## config.mk

```make
export PLATFORM = sky130hd
export DESIGN_NAME = bram_port_arbiter
export DESIGN_NICKNAME = d
export VERILOG_FILES = /design/src/rtl/bbc_mem_pkg.sv /design/src/rtl/sync_fifo.sv /design/src/rtl/bram_port_arbiter.sv
export SDC_FILE = /design/constraint.sdc
export NUM_CORES = 1
export LEC_CHECK = 0
export ABC_AREA = 1
export ABC_CLOCK_PERIOD_IN_PS = 4300
export CAP_MARGIN = 30
export CORE_MARGIN = 2
export CORE_UTILIZATION = 45
export CTS_CLUSTER_SIZE = 10
export DETAILED_ROUTE_END_ITERATION = 10
export PLACE_DENSITY = 0.71
export SYNTH_ARGS = -nofsm -noshare
export SYNTH_HDL_FRONTEND = slang
export SYNTH_HIERARCHICAL = 1
export SYNTH_SLANG_ARGS = --single-unit
```

## constraint.sdc

```tcl
create_clock -name clk_sys -period 4.3 [get_ports clk_sys]
set_input_delay 0.645 -clock clk_sys [delete_from_list [all_inputs] [get_ports clk_sys]]
set_output_delay 0.645 -clock clk_sys [all_outputs]
set_load 0.05 [all_outputs]
```

## src/rtl/bbc_mem_pkg.sv

```systemverilog
// Shared definitions for the BBC ROM/RAM block: arbiter FSM states and
// the default ROM download window.
package bbc_mem_pkg;

  typedef enum logic [1:0] {
    IDLE    = 2'd0,
    LOAD    = 2'd1,
    DRAIN   = 2'd2,
    RELEASE = 2'd3
  } arb_state_t;

  localparam int unsigned ROM_WORDS = 229376;
  localparam logic [7:0]  ROM_INDEX = 8'd0;

endpackage

```

## src/rtl/sync_fifo.sv

```systemverilog
// Single-clock FIFO for buffered download writes. A push into a full FIFO
// is accepted when a pop happens in the same cycle.
module sync_fifo #(
  parameter int WIDTH = 26,
  parameter int DEPTH = 4
) (
  input  logic             clk_sys,
  input  logic             reset,
  input  logic             push,
  input  logic             pop,
  input  logic [WIDTH-1:0] din,
  output logic             full,
  output logic             empty,
  output logic             one_left,
  output logic [WIDTH-1:0] head
);

  localparam int PTR_W = $clog2(DEPTH);

  logic [WIDTH-1:0] mem [DEPTH];
  logic [PTR_W-1:0] wr_ptr;
  logic [PTR_W-1:0] rd_ptr;
  logic [PTR_W:0]   count;
  logic             wr_en;
  logic             rd_en;

  assign full     = (count == (PTR_W+1)'(DEPTH));
  assign empty    = (count == '0);
  assign one_left = (count == (PTR_W+1)'(1));
  assign head     = mem[rd_ptr];

  assign wr_en = push && (!full || pop);
  assign rd_en = pop && !empty;

  // NOTE: state registers use non-blocking assignments so every flop samples
  // pre-edge values; blocking here would create order-dependent simulation.
  always_ff @(posedge clk_sys or posedge reset) begin
    if (reset) begin
      wr_ptr <= '0;
      rd_ptr <= '0;
      count  <= '0;
    end else begin
      if (wr_en) wr_ptr <= wr_ptr + 1'b1;
      if (rd_en) rd_ptr <= rd_ptr + 1'b1;
      case ({wr_en, rd_en})
        2'b10:   count <= count + 1'b1;
        2'b01:   count <= count - 1'b1;
        default: count <= count;
      endcase
    end
  end

  // NOTE: storage has no reset; emptiness is tracked by the pointers and
  // count alone, so resetting the array would only cost routing.
  always_ff @(posedge clk_sys) begin
    if (wr_en) mem[wr_ptr] <= din;
  end

endmodule

```

## src/rtl/bram_port_arbiter.sv

```systemverilog
// Shares the single-port ROM/RAM between the core bus (fixed-slot priority)
// and buffered HPS ROM downloads, holding the core in reset around a load.
module bram_port_arbiter #(
  parameter int              ADDR_W         = 18,
  parameter int              DATA_W         = 8,
  parameter int unsigned     ROM_WORDS      = bbc_mem_pkg::ROM_WORDS,
  parameter logic [7:0]      ROM_INDEX      = bbc_mem_pkg::ROM_INDEX,
  parameter int              FIFO_DEPTH     = 4,
  parameter int              RELEASE_CYCLES = 16
) (
  input  logic              clk_sys,
  input  logic              reset,
  input  logic              core_ce,
  input  logic [ADDR_W-1:0] core_addr,
  input  logic              core_we_n,
  input  logic [DATA_W-1:0] core_din,
  output logic [DATA_W-1:0] core_dout,
  output logic              core_hold,
  input  logic              ioctl_download,
  input  logic [7:0]        ioctl_index,
  input  logic              ioctl_wr,
  input  logic [24:0]       ioctl_addr,
  input  logic [DATA_W-1:0] ioctl_dout,
  output logic [ADDR_W-1:0] mem_addr,
  output logic [DATA_W-1:0] mem_data,
  output logic              mem_wren,
  input  logic [DATA_W-1:0] mem_q,
  output logic              load_busy,
  output logic              ovf_err,
  output logic [7:0]        drop_cnt
);

  import bbc_mem_pkg::*;

  localparam int FIFO_W = ADDR_W + DATA_W;
  localparam int CNT_W  = $clog2(RELEASE_CYCLES + 1);

  arb_state_t        state;
  arb_state_t        state_next;
  logic [CNT_W-1:0]  rel_cnt;
  logic [CNT_W-1:0]  rel_cnt_next;

  logic              fifo_push;
  logic              fifo_pop;
  logic              fifo_full;
  logic              fifo_empty;
  logic              fifo_one_left;
  logic [FIFO_W-1:0] fifo_din;
  logic [FIFO_W-1:0] fifo_head;

  logic              we_q;
  logic              we_edge;
  logic              ce_q;
  logic [DATA_W-1:0] dout_hold;

  logic              rom_hit;
  logic              lost;
  logic              drop;
  logic              drain_done;

  // Download push filter: only in-window bytes for this memory are buffered.
  assign rom_hit   = ioctl_wr && (ioctl_index == ROM_INDEX) &&
                     (ioctl_addr < 25'(ROM_WORDS));
  assign fifo_pop  = !core_ce && !fifo_empty;
  assign fifo_push = rom_hit && (!fifo_full || fifo_pop);
  assign lost      = rom_hit && fifo_full && !fifo_pop;
  assign drop      = ioctl_wr && !fifo_push;
  assign fifo_din  = {ioctl_addr[ADDR_W-1:0], ioctl_dout};

  sync_fifo #(
    .WIDTH (FIFO_W),
    .DEPTH (FIFO_DEPTH)
  ) u_fifo (
    .clk_sys  (clk_sys),
    .reset    (reset),
    .push     (fifo_push),
    .pop      (fifo_pop),
    .din      (fifo_din),
    .full     (fifo_full),
    .empty    (fifo_empty),
    .one_left (fifo_one_left),
    .head     (fifo_head)
  );

  // One write per falling strobe edge, and none while the core is held.
  assign we_edge = we_q && !core_we_n && !core_hold;

  // NOTE: every output of a combinational block gets a default first, so no
  // path through the if/else leaves a value unassigned and infers a latch.
  always_comb begin
    mem_addr = core_addr;
    mem_data = core_din;
    mem_wren = 1'b0;
    if (core_ce) begin
      mem_wren = we_edge;
    end else if (!fifo_empty) begin
      {mem_addr, mem_data} = fifo_head;
      mem_wren             = 1'b1;
    end
  end

  assign core_dout = ce_q ? mem_q : dout_hold;

  always_ff @(posedge clk_sys or posedge reset) begin
    if (reset) begin
      we_q      <= 1'b1;
      ce_q      <= 1'b0;
      dout_hold <= '0;
    end else begin
      we_q <= core_we_n;
      ce_q <= core_ce;
      if (ce_q) dout_hold <= mem_q;
    end
  end

  always_ff @(posedge clk_sys or posedge reset) begin
    if (reset) begin
      ovf_err  <= 1'b0;
      drop_cnt <= '0;
    end else begin
      if (lost) ovf_err <= 1'b1;
      if (drop && (drop_cnt != 8'hFF)) drop_cnt <= drop_cnt + 8'd1;
    end
  end

  // The drain is complete once the FIFO is, or is about to become, empty.
  assign drain_done = fifo_empty ? !fifo_push
                                 : (fifo_one_left && fifo_pop && !fifo_push);

  always_ff @(posedge clk_sys or posedge reset) begin
    if (reset) begin
      state   <= RELEASE;
      rel_cnt <= CNT_W'(RELEASE_CYCLES - 1);
    end else begin
      state   <= state_next;
      rel_cnt <= rel_cnt_next;
    end
  end

  always_comb begin
    state_next   = state;
    rel_cnt_next = rel_cnt;
    if (ioctl_download) begin
      state_next = LOAD;
    end else begin
      case (state)
        IDLE: state_next = IDLE;
        LOAD: state_next = DRAIN;
        DRAIN: begin
          if (drain_done) begin
            state_next   = RELEASE;
            rel_cnt_next = CNT_W'(RELEASE_CYCLES - 1);
          end
        end
        RELEASE: begin
          if (rel_cnt == '0) state_next = IDLE;
          else               rel_cnt_next = rel_cnt - 1'b1;
        end
        default: state_next = RELEASE;
      endcase
    end
  end

  always_comb begin
    core_hold = (state != IDLE);
    load_busy = core_hold || !fifo_empty;
  end

endmodule

```

==> impl_metrics.csv, run 1 <==
group,metric,value,unit
drt,via_count,4567,
drt,dr.pass1.iters,5,
sta,rsz0062_at_grt,"no",
floorplan,rows,44,
sta,fin_skew,0.00666,ns
logic_synthesis,synth_most_common_cell,"nand2_1",
finish,antenna_cells,0,
logic_synthesis,synth_top_area_share,47.7,%
clock_tree,clockRootBuffer,"clkbuf_16",
clock_tree,cts_tree,"built",
run_status,status,"complete, no violations",
logic_synthesis,ys_ff_latch,137,
floorplan,start_util,45.6,%
sta,finalSetupViolations,0,
floorplan,core,14400,µm²
drt,drt-initial-drc-count,209,
sta,fin_setup_tns,0,ns
clock_tree,clk_latency,0.42,ns
setup_path,critPathArrivalTime,3.10,ns
setup_path,crit_type,"register to output port",
grt,gr-total-overflow,0,
logic_synthesis,synth_area_leaders,"edfxtp_1, dfrtp_1, nand2_1, inv_1, o211ai_2",
finish,fin_nets,836,
finish,drive_gt1_share,14.6,%
finish,areaGrowthSynthToFinish,31.8,%
logic_synthesis,synth-edff-count,104,
logic_synthesis,yosys-top-cells-count,"nand2_1, edfxtp_1, inv_1",
grt,grt_pass1_wl,22600,µm
sta,tightest_slew,0.594,ns
sta,setup_ws,0.555,ns
grt,grtUsageTotal,18.4,%
sta,slew_headroom,60.4,%
finish,post-route-cell-area,8630,µm²
setup_path,cp_max_fo,29,
logic_synthesis,synth_flop_cell,"edfxtp_1",
floorplan,fp.dieH,125,µm
logic_synthesis,ys_types,38,
drt,antenna_left,0,
logic_synthesis,netlist_area,6550,µm²
setup_path,cp-start-kind,"register",
clock_tree,cts_buffer_depth,2,
logic_synthesis,synth.avg_cell_area,10.7,µm²
place,dpl_worst_slack,0.641,ns
place,dpl.hpwl,9320,µm
logic_synthesis,async_flop_share,24.1,%
clock_tree,cts_resized,0,
drt,vias_per_cell,4.87,
grt,grt_max_degree,54,
sta,fin_crit_sh,87.1,%
clock_tree,cts-buffers-inserted,17,
drt,routedWlPerCell,14.5,µm
clock_tree,post-cts-setup-buffers,0,
floorplan,die_area,15500,µm²
job,cap_violations,0,
sta,fmax,267,MHz
drt,drcViolationCount,0,
place,dpl_cell_area,8010,µm²
sta,drv_slew,0,
hold_path,hold_class,"register to register",
clock_tree,hold_buffers,0,
drt,wl,13600,µm
logic_synthesis,synthesis.instances,611,
sta,hold_viol_final,0,
clock_tree,ctsHtreeMaxLevel,4,
pwr,peakVddDrop,326,µV
clock_tree,path_clk_slew,0.06,ns
logic_synthesis,ys_seq_area_share,60.5,%
clock_tree,cts_sinks,137,
grt,grt_pass1_vias,4738,
logic_synthesis,synth_area_leader_cell,"edfxtp_1",
grt,antenna_found_initial,0,
place,routabilityCongestion,0.754,
sta,fin_crit,3.75,ns
setup_path,endpoint_kind,"output port",
setup_path,critPathRequiredTime,3.65,ns
place,numPortBuffers,126,
pwr,p_per_area,616,nW/µm²
floorplan,fp.dieW,125,µm
logic_synthesis,yosysWarnings,6,
logic_synthesis,syn-num-nets,707,
floorplan,pin_count,127,
pwr,leakage,3.57,nW
[worst max-delay path: stages, from the launching register on]
cell	delay (ns)
dfrtp_1	0.41
inv_1	0.08
ha_1	0.21
inv_1	0.08
nor2_1	0.07
inv_2	0.09
nand2_4	0.22
inv_2	0.48
nand2_1	0.14
nand2_1	0.09
clkdlybuf4s50_1	0.79
[layout by cell type (no fill, tap or decap), types with 3 or more instances in the layout]
master,Yosys,final
nand2_1,169,169
clkdlybuf4s50_1,0,126
edfxtp_1,104,104
inv_1,86,86
a21oi_1,27,27
o21ai_0,26,26
dfrtp_1,26,24
o211ai_2,20,20
clkbuf_16,0,17
nor2_1,20,16
ha_1,15,15
nand3_1,14,14
nand2_2,13,13
mux2_2,8,8
nor2_4,3,7
o211ai_1,7,7
dfstp_2,7,7
xnor2_1,6,6
buf_4,1,6
inv_2,5,5
xor2_1,5,5
bufinv_16,0,5
clkbuf_1,4,5
o21ai_1,4,4
nand2_4,3,3
o21ai_2,3,3
clkinv_1,0,3
[where the power goes]
| group | internal [mW] | switching, mW |
|---|---|---|
| clock network | 1.02 | 0.506 |
| registers | 1.55 | 0.218 |
| logic | 0.748 | 1.28 |
| total | 3.32 | 2.00 |
[state kept, by name (all words and copies together) (netlist names)]
name,count
u_fifo/mem,104
ce_q,1
dout_hold,8
ovf_err,1
u_fifo/count,3
u_fifo/rd_ptr,2
rel_cnt,5
we_q,1
state,2
drop_cnt,8
u_fifo/wr_ptr,2
[layout make-up]
| cell class | instances | area (µm²) |
|---|---|---|
| Sequential cell | 137 | 3960 |
| Clock inverter | 10 | 174 |
| Multi-Input combinational cell | 359 | 2120 |
| Timing Repair Buffer | 134 | 1350 |
| Clock buffer | 22 | 444 |
| Tap cell | 184 | 230 |
| Inverter | 91 | 342 |
| Fill cell | 1186 | 5740 |
[final timing paths]
| check | from | to | slack, ns | depth (start not counted) |
|---|---|---|---|---|
| worst min register to register | rel_cnt[1] | rel_cnt[1] | 0.48 | 2 |
| min in group asynchronous | reset | u_fifo/wr_ptr[1] | 0.50 | 2 |
| worst min-delay path | rel_cnt[1] | rel_cnt[1] | 0.48 | 2 |
| max in group asynchronous | reset | drop_cnt[5] | 3.20 | 3 |
| worst max-delay path | u_fifo/count[0] | mem_data[1] | 0.55 | 10 |
| worst max register to register | u_fifo/count[0] | u_fifo/mem[3][10] | 1.22 | 12 |
[layer usage]
metal	vias up	wire, µm	track usage, %
met2	128	6710	31.6
met1	2163	5840	21.9
li1	2256	-	-
met4	0	215	6.08
met3	20	803	5.67
met5	-	0	0
[through the flow]
step / instances / hold slack [ns] / utilization [%] / total power [mW]
after floorplan: 611 / 0.448 / - / 3.27
after global placement: 903 / 0.466 / 55.4 / 3.74
after detailed placement: 905 / 0.474 / 55.7 / 3.82
after CTS: 937 / 0.483 / 60.0 / 5.36
after global routing: 937 / 0.500 / 60.0 / 5.60
final: 937 / 0.479 / 60.0 / 5.32
[cells by family (layout without fill, tap and decap cells)]
logic type	Yosys count	in the layout	synth area share, %
compound gates	90	90	9.94
fa+ha+maj	15	15	2.87
flops	137	137	60.5
mux	8	8	1.38
xor+xnor	13	13	1.97
simple gates	233	233	15.8
buf+inv	115	257	7.59
No activity file was read; power rests on OpenSTA's default activity.
==> run 2: changes to the inputs <==
- SKIP_LAST_GASP: default -> 1
==> results of run 2 <==
Same layout as run 1: the final DEF is identical, and so are final timing and power.
